==> config.mk <==
export PLATFORM = sky130hd
export DESIGN_NAME = conc_stim_sequencer
export DESIGN_NICKNAME = d
export VERILOG_FILES = /design/src/rtl/conc_stim_pkg.sv /design/src/rtl/conc_cap_fifo.sv /design/src/rtl/conc_stim_sequencer.sv
export SDC_FILE = /design/constraint.sdc
export NUM_CORES = 1
export LEC_CHECK = 0
export ABC_AREA = 1
export BUFFER_PORTS_ARGS = -buffer_cell sky130_fd_sc_hd__buf_4
export CAP_MARGIN = 20
export CORE_MARGIN = 2
export CORE_UTILIZATION = 63
export CTS_BUF_LIST = sky130_fd_sc_hd__clkbuf_2 sky130_fd_sc_hd__clkbuf_4 sky130_fd_sc_hd__clkbuf_8
export CTS_CLUSTER_SIZE = 30
export DETAILED_ROUTE_END_ITERATION = 8
export PLACE_DENSITY_LB_ADDON = 0.12
export SETUP_SLACK_MARGIN = 0.15
export SYNTH_ARGS = -nofsm -noshare
export SYNTH_HDL_FRONTEND = slang
export SYNTH_SLANG_ARGS = --single-unit
==> constraint.sdc <==
create_clock -name clk -period 2.1 [get_ports clk]
set_input_delay 0.21 -clock clk [delete_from_list [all_inputs] [get_ports clk]]
set_output_delay 0.21 -clock clk [all_outputs]
set_load 0.05 [all_outputs]
==> src/rtl/conc_stim_pkg.sv <==
// Shared types for the concolic stimulus sequencer: FSM states, opcode and
// capture-record layouts at the default geometry.
package conc_stim_pkg;

  localparam int CS_DATA_W    = 8;
  localparam int CS_DEPTH     = 16;
  localparam int CS_ADDR_W    = $clog2(CS_DEPTH);
  localparam int CS_CAP_DEPTH = 4;

  typedef enum logic [1:0] {
    IDLE = 2'd0,
    RUN  = 2'd1,
    HOLD = 2'd2,
    DONE = 2'd3
  } state_e;

  typedef struct packed {
    logic                 obs;
    logic [CS_DATA_W-1:0] vec;
  } opcode_t;

  typedef struct packed {
    logic [CS_DATA_W-1:0] data;
    logic [CS_ADDR_W-1:0] step;
  } cap_rec_t;

endpackage

==> src/rtl/conc_cap_fifo.sv <==
// First-word-fall-through FIFO for capture records; a push on a full FIFO
// is accepted only when a pop frees a slot in the same cycle.
module conc_cap_fifo
  import conc_stim_pkg::*;
#(
  parameter type T     = cap_rec_t,
  parameter int  DEPTH = CS_CAP_DEPTH
) (
  input  logic clk,
  input  logic rst,
  input  logic push,
  input  T     push_data,
  output logic full,
  input  logic pop,
  output T     pop_data,
  output logic empty
);

  localparam int PW = $clog2(DEPTH);

  T           mem [DEPTH];
  logic [PW:0] wr_q, wr_d, rd_q, rd_d;
  logic        do_push, do_pop;

  assign empty    = (wr_q == rd_q);
  assign full     = (wr_q[PW] != rd_q[PW]) && (wr_q[PW-1:0] == rd_q[PW-1:0]);
  assign do_pop   = pop && !empty;
  assign do_push  = push && (!full || do_pop);
  assign pop_data = mem[rd_q[PW-1:0]];

  always_comb begin
    wr_d = wr_q;
    rd_d = rd_q;
    if (do_push) wr_d = wr_q + 1'b1;
    if (do_pop)  rd_d = rd_q + 1'b1;
  end

  always_ff @(posedge clk) begin
    if (do_push) mem[wr_q[PW-1:0]] <= push_data;
  end

  always_ff @(posedge clk or negedge rst) begin
    if (!rst) begin
      wr_q <= '0;
      rd_q <= '0;
    end else begin
      wr_q <= wr_d;
      rd_q <= rd_d;
    end
  end

endmodule

==> src/rtl/conc_stim_sequencer.sv <==
// Replays a loadable opcode table into the DUT one vector per clock and
// queues DUT outputs on observed steps. Record widths follow the package.
module conc_stim_sequencer
  import conc_stim_pkg::*;
#(
  parameter int DATA_W    = CS_DATA_W,
  parameter int DEPTH     = CS_DEPTH,
  parameter int ADDR_W    = $clog2(DEPTH),
  parameter int CAP_DEPTH = CS_CAP_DEPTH
) (
  input  logic              clk,
  input  logic              rst,
  input  logic              cfg_we,
  input  logic [ADDR_W-1:0] cfg_addr,
  input  logic [DATA_W:0]   cfg_wdata,
  input  logic [ADDR_W:0]   cfg_len,
  input  logic              start,
  input  logic              pause,
  input  logic              abort,
  output logic              busy,
  output logic              done,
  output logic [DATA_W-1:0] dut_in,
  output logic              dut_obs,
  input  logic [DATA_W-1:0] dut_out,
  output logic              cap_valid,
  input  logic              cap_ready,
  output logic [DATA_W-1:0] cap_data,
  output logic [ADDR_W-1:0] cap_step,
  output logic              overflow
);

  localparam logic [ADDR_W:0] LEN_MAX = (ADDR_W+1)'(DEPTH);

  logic [DATA_W:0]   tbl [DEPTH];
  opcode_t           op;
  state_e            state_q, state_d;
  logic [ADDR_W:0]   pc_q, pc_d, len_q, len_d;
  logic [DATA_W-1:0] in_q, in_d;
  logic              obs_q, obs_d, ovf_q, ovf_d;
  logic [ADDR_W-1:0] step_q, step_d;
  logic              start_acc;

  cap_rec_t push_rec, head;
  logic     push, pop, full, empty, drop;

  // Table is write-protected for the whole playback, including DONE.
  always_ff @(posedge clk) begin
    if (cfg_we && !busy) tbl[cfg_addr] <= cfg_wdata;
  end

  assign op        = tbl[pc_q[ADDR_W-1:0]];
  assign start_acc = (state_q == IDLE) && start && !abort;

  always_comb begin
    state_d = state_q;
    pc_d    = pc_q;
    len_d   = len_q;
    in_d    = in_q;
    obs_d   = obs_q;
    step_d  = step_q;
    unique case (state_q)
      IDLE: begin
        if (start_acc) begin
          pc_d    = '0;
          len_d   = (cfg_len > LEN_MAX) ? LEN_MAX : cfg_len;
          state_d = (cfg_len == '0) ? DONE : RUN;
        end
      end
      RUN, HOLD: begin
        // Every edge sampled with pause high stalls exactly one step.
        if (pause) begin
          state_d = HOLD;
          obs_d   = 1'b0;
        end else begin
          in_d    = op.vec;
          obs_d   = op.obs;
          step_d  = pc_q[ADDR_W-1:0];
          pc_d    = pc_q + 1'b1;
          state_d = (pc_q == len_q - 1'b1) ? DONE : RUN;
        end
      end
      DONE: begin
        state_d = IDLE;
        obs_d   = 1'b0;
      end
      default: state_d = IDLE;
    endcase
    if (abort && state_q != IDLE) begin
      state_d = IDLE;
      pc_d    = '0;
      in_d    = '0;
      obs_d   = 1'b0;
    end
  end

  assign push          = obs_q && (state_q != HOLD);
  assign push_rec.data = dut_out;
  assign push_rec.step = step_q;
  assign pop           = cap_valid && cap_ready;
  assign drop          = push && full && !pop;
  assign ovf_d         = start_acc ? 1'b0 : (ovf_q || drop);

  always_ff @(posedge clk or negedge rst) begin
    if (!rst) begin
      state_q <= IDLE;
      pc_q    <= '0;
      len_q   <= '0;
      in_q    <= '0;
      obs_q   <= 1'b0;
      step_q  <= '0;
      ovf_q   <= 1'b0;
    end else begin
      state_q <= state_d;
      pc_q    <= pc_d;
      len_q   <= len_d;
      in_q    <= in_d;
      obs_q   <= obs_d;
      step_q  <= step_d;
      ovf_q   <= ovf_d;
    end
  end

  conc_cap_fifo #(.T(cap_rec_t), .DEPTH(CAP_DEPTH)) u_fifo (
    .clk       (clk),
    .rst       (rst),
    .push      (push),
    .push_data (push_rec),
    .full      (full),
    .pop       (pop),
    .pop_data  (head),
    .empty     (empty)
  );

  assign busy      = (state_q != IDLE);
  assign done      = (state_q == DONE) && !abort;
  assign dut_in    = in_q;
  assign dut_obs   = obs_q;
  assign cap_valid = !empty;
  assign cap_data  = head.data;
  assign cap_step  = head.step;
  assign overflow  = ovf_q;

endmodule
==> flow_summary_export.csv, run 1 <==
group,metric,value,unit
synthesis,syn_nets,820,
clock_tree,cts_buffers,36,
die,floorplan.initialDensity,0.640,
grt,grt_pass1_wl,33300,um
synthesis,syn_area,0.00919,mm2
layout,nets,930,
timing,worst_slew_pin_slew,0.524,ns
die,num_rows,44,
drt,wl_per_cell,20.0,um
clock_tree,cts.path.max_buffers,3,
layout,antenna_cells,0,
flow_run,drv_cap,0,
synthesis,avgSynthCellArea,11.8,um2
critical_path,worstPathArrival,1.73,ns
clock_tree,path_clk_slew,0.06,ns
timing,skew,0.0172,ns
timing,period_needed,1.94,ns
run_status,outcome,"finished clean",
grt,antenna_found_initial,0,
clock_tree,clk_latency,0.53,ns
grt,grt_overflow,0,
clock_tree,clock-sinks,224,
timing,slew_viol_final,0,
timing,slew_headroom,0.651,
synthesis,synth_cell_types,32,
timing,fin_crit_sh,0.924,
drt,viasPerCell,5.91,
critical_path,worstSetupPathType,"reg2out",
layout,multi_input_area,0.00231,mm2
clock_tree,cts_tree,"done",
placement,gp_congestion,0.867,
drt,drt_iter0_drc,663,
drt,drt-total-wl,22000,um
clock_tree,ctsRootBufferMaster,"clkbuf_8",
layout,area_delta_synth_final,19.5,%
layout,final_cell_mix,"edfxtp_1, nor2_1, nand2_1",
timing,setup_violations,0,
die,die_w,125,um
drt,num_vias,6484,
critical_path,end_kind,"output port",
die,die_h,125,um
die,fp.dieArea,0.0156,mm2
timing,finalHoldViolCount,0,
grt,grt_usage,0.280,
synthesis,synth_cells,776,
timing,finalSetupTns,0,ns
critical_path,cp.required,1.89,ns
power_and_ir_drop,ir_worst_vdd,0.937,mV
timing,clock.fmax,515,MHz
placement,portBuffers,57,
clock_tree,htreeDepth,2,
synthesis,ys_ff_latch,224,
drt,firstDrtPassIters,5,
critical_path,start_kind,"flop",
layout,final_common_cell,"edfxtp_1",
grt,grt_pass1_vias,6333,
layout,final_cells,1097,
layout,drive_gt1_frac,0.203,
critical_path,crit_fanout,7,
hold_path,hold_path.class,"in2reg",
layout,seq_area,0.00657,mm2
drt,drc,0,
die,ioPinCount,58,
power_and_ir_drop,leakage,4.19,nW
drt,drtAntennaViolNets,0,
layout,fillCellCount,912,
synthesis,seq_area_frac_synth,0.714,
die,core,0.0144,mm2
timing,rsz0062_at_grt,"yes",
grt,grt_max_degree,63,
placement,dp_hpwl,13600,um
power_and_ir_drop,p_per_area,1340,mW/mm2
placement,placed_cells,1011,
synthesis,yosys_warnings,0,
routing by layer:
metal,track usage,wire (um),part of all wire,vias up
li1,-,-,-,2976
met1,0.365,8680,0.40,3144
met2,0.474,11000,0.50,309
met3,0.0412,1510,0.069,55
met4,0.122,757,0.034,0
met5,0,0,0,-
Yosys cell counts:
| master | n | area share |
|---|---|---|
| o21bai_1 | 1 | 0.00082 |
| nand2_4 | 2 | 0.0024 |
| buf_6 | 2 | 0.0024 |
| nor4_1 | 1 | 0.00068 |
| nand2_1 | 99 | 0.040 |
| nand3_1 | 37 | 0.020 |
| inv_4 | 1 | 0.00068 |
| inv_2 | 9 | 0.0037 |
| a21oi_1 | 6 | 0.0033 |
| o21ai_0 | 86 | 0.047 |
| xnor2_1 | 2 | 0.0019 |
| edfxtp_1 | 192 | 0.63 |
| buf_2 | 7 | 0.0038 |
| o22ai_1 | 48 | 0.033 |
| dfrtp_1 | 32 | 0.087 |
| xor2_1 | 4 | 0.0038 |
| nor3_1 | 7 | 0.0038 |
| o21a_1 | 2 | 0.0016 |
| clkbuf_1 | 23 | 0.0094 |
| or2_4 | 1 | 0.00095 |
| nor2_1 | 131 | 0.053 |
| o211ai_1 | 3 | 0.0024 |
| buf_4 | 4 | 0.0033 |
| nor3b_1 | 2 | 0.0016 |
| nand4_1 | 1 | 0.00068 |
| nor2_2 | 2 | 0.0014 |
| o21ai_1 | 21 | 0.011 |
| buf_1 | 2 | 0.00082 |
| ha_1 | 11 | 0.015 |
| o21ai_2 | 1 | 0.00095 |
| o221ai_1 | 1 | 0.00095 |
| inv_1 | 35 | 0.014 |
final cells by class:
cell class	count	area share
timing repair inverter	1	0.000683
sequential	224	0.598
inverter	45	0.0164
clock buffer	54	0.0585
clock inverter	11	0.00843
tap	184	0.0209
multi-input combinational	469	0.210
timing repair buffer	109	0.0869
state kept, by name, indices dropped and copies added (netlist names):
register	flops
tbl	144
u_fifo.mem	48
dut_in	8
len_q	5
pc_q	5
step_q	4
u_fifo.rd_q	3
u_fifo.wr_q	3
state_q	2
dut_obs	1
overflow	1
kinds of logic (layout without fill, tap and decap cells):
family,after synthesis,after routing,share of synthesized area
simple gates,283,283,0.126
xor+xnor,6,6,0.00572
fa+ha+maj,11,11,0.0150
buf+inv,83,220,0.0384
flops,224,224,0.714
compound gates,169,169,0.101
final timing paths:
| kind | start | end | slack (ns) | cells past startpoint |
|---|---|---|---|---|
| hold / removal | cfg_wdata[6] | tbl[5][6] | 0.02 | 1 |
| min in group asynchronous | rst | step_q[3] | 0.17 | 2 |
| max in group asynchronous | rst | u_fifo.rd_q[1] | 1.59 | 2 |
| setup reg to reg | state_q[0] | tbl[12][4] | 0.24 | 7 |
| hold reg to reg | dut_in[3] | dut_in[3] | 0.48 | 2 |
| setup / recovery | u_fifo.rd_q[1] | cap_data[3] | 0.16 | 4 |
critical path: stages (launching register included):
cell,delay (ns)
dfrtp_2,0.48
clkinvlp_4,0.18
o21ai_0,0.11
o22ai_1,0.19
buf_4,0.25
through the flow:
stage               hold slack (ns)  power [W]   util  worst slack [ns]  instance area, um2
CTS                         0.00195     0.0144  0.754             0.130               10800
floorplan                   -0.0856    0.00911      -             0.157                9190
global route                 0.0120     0.0155  0.765            0.0966               11000
global placement              0.175     0.0105  0.691             0.252                9940
detailed placement            0.182     0.0106  0.691             0.190                9940
finish                       0.0191     0.0148  0.765             0.159               11000
report_power, final:
| group | total (W) | switching, W | internal [W] |
|---|---|---|---|
| Clock | 0.00375 | 0.00165 | 0.00210 |
| Combinational | 0.00547 | 0.00369 | 0.00178 |
| Sequential | 0.00555 | 0.000273 | 0.00527 |
| Total | 0.0148 | 0.00562 | 0.00915 |
what timing repair did:
item / in CTS / in global routing
hold buffers: 15 / 1
hold endpoints to repair: 70 / 1
setup buffers: 0 / 1
endpoints found under the setup margin: 21 / 72
pin swaps: 0 / 2
gates cloned: 0 / 4
resized for setup: 6 / 24
No activity file was read; power rests on OpenSTA's default activity.
==> run 2: changes to the inputs <==
RECOVER_POWER = 100   (was not set)
==> flow_summary_export.csv, run 2 (synthesis gave the netlist of run 1 again) <==
group,metric,value,unit
run_status,outcome,"finished clean",
layout,final_cells,1097,
grt,grt_max_degree,63,
timing,worst_slew_pin_slew,0.962,ns
hold_path,hold_path.class,"in2reg",
layout,largest_reg_flops,144,
timing,whs,0.149,ns
timing,rsz0062_at_grt,"yes",
timing,finalSetupTns,0,ns
critical_path,worstSetupPathType,"reg2out",
grt,grt_overflow,0,
placement,portBuffers,57,
drt,drt_iter0_drc,612,
drt,dr_wl_met3,1540,um
die,ioPinCount,58,
die,fp.dieArea,0.0156,mm2
flow_run,drv_cap,0,
clock_tree,path_clk_slew,0.06,ns
drt,drc,0,
grt,grt_usage,0.280,
die,core,0.0144,mm2
clock_tree,ctsRootBufferMaster,"clkbuf_8",
critical_path,crit_fanout,12,
timing,skew,0.0173,ns
timing,setup_violations,0,
layout,nets,930,
timing,worst_slack,0.107,ns
placement,dp_hpwl,13600,um
layout,final_cell_mix,"edfxtp_1, nor2_1, nand2_1",
placement,placed_cells,1011,
layout,drive_gt1_frac,0.165,
timing,clock.fmax,502,MHz
power_and_ir_drop,p_per_area,1350,mW/mm2
critical_path,worstPathArrival,1.78,ns
drt,drt-total-wl,22000,um
layout,top_register,"tbl",
critical_path,cp.required,1.89,ns
drt,wl_per_cell,20.0,um
timing,fin_crit_sh,0.949,
critical_path,start_kind,"flop",
drt,m1WireLength,8670,um
die,die_h,125,um
clock_tree,htreeDepth,2,
clock_tree,clk_latency,0.53,ns
drt,wl_met2,10900,um
critical_path,end_kind,"output port",
layout,fin_area,0.0108,mm2
placement,place_area,0.00994,mm2
layout,antenna_cells,0,
drt,drtAntennaViolNets,0,
timing,slew_viol_final,0,
drt,viasPerCell,5.91,
die,die_w,125,um
layout,final_common_cell,"edfxtp_1",
die,num_rows,44,
grt,antenna_found_initial,0,
clock_tree,cts.path.max_buffers,3,
power_and_ir_drop,ir_worst_vdd,0.922,mV
drt,top_layer,"met4",
clock_tree,clock-sinks,224,
grt,grt_pass1_vias,6333,
timing,slew_headroom,0.359,
layout,area_delta_synth_final,17.6,%
grt,grt_pass1_wl,33300,um
drt,num_vias,6486,
die,floorplan.initialDensity,0.640,
placement,gp_congestion,0.867,
power_and_ir_drop,leakage,4.08,nW
placement,pre_cts_slack,0.190,ns
clock_tree,cts_buffers,36,
drt,firstDrtPassIters,6,
timing,period_needed,1.99,ns
clock_tree,cts_tree,"done",
timing,finalHoldViolCount,0,
[run 2: timing repair]
action | CTS | global route
endpoints found under the setup margin | 21 | 72
resized for setup | 6 | 24
hold endpoints to repair | 70 | 1
gates cloned | 0 | 4
pin swaps | 0 | 2
buffers inserted | 0 | 1
hold buffers | 15 | 1
[run 2: final timing paths]
kind,from,to,slack [ns],cells past startpoint
setup / recovery,u_fifo.rd_q[1],cap_data[1],0.11,4
hold / removal,start,len_q[4],0.15,3
setup reg to reg,state_q[0],tbl[10][6],0.17,7
hold reg to reg,u_fifo.wr_q[2],u_fifo.wr_q[2],0.49,1
max in group asynchronous,rst,u_fifo.rd_q[1],1.20,2
min in group asynchronous,rst,step_q[3],0.32,2
[run 2: final cells by class]
type                       count  area (um2)
multi-input combinational    469        2280
clock inverter                11        92.6
clock buffer                  54         643
timing repair inverter         1        7.51
sequential                   224        6570
fill                         978        3560
timing repair buffer         109         801
inverter                      45         180
tap                          184         230
[run 2: metal layers]
layer | vias up | track usage
met5 | - | 0
met4 | 0 | 0.122
met3 | 56 | 0.0412
met2 | 303 | 0.474
met1 | 3149 | 0.365
li1 | 2978 | -
[run 2: through the flow]
step,power (W),utilization
floorplan,0.00911,-
global placement,0.0105,0.691
detailed placement,0.0106,0.691
CTS,0.0144,0.754
global route,0.0153,0.752
finish,0.0146,0.752
[run 2: where the power goes]
group	internal (W)	switching (W)	leakage, nW
logic	0.00159	0.00366	1.54
clock network	0.00210	0.00166	0.388
registers	0.00528	0.000274	2.14
[run 2: critical path, cell delays in order, from the launching register on]
cell and delay, ns:
dfrtp_2 0.48, buf_8 0.17, o21ai_0 0.10, o22ai_1 0.20
clkbuf_2 0.31
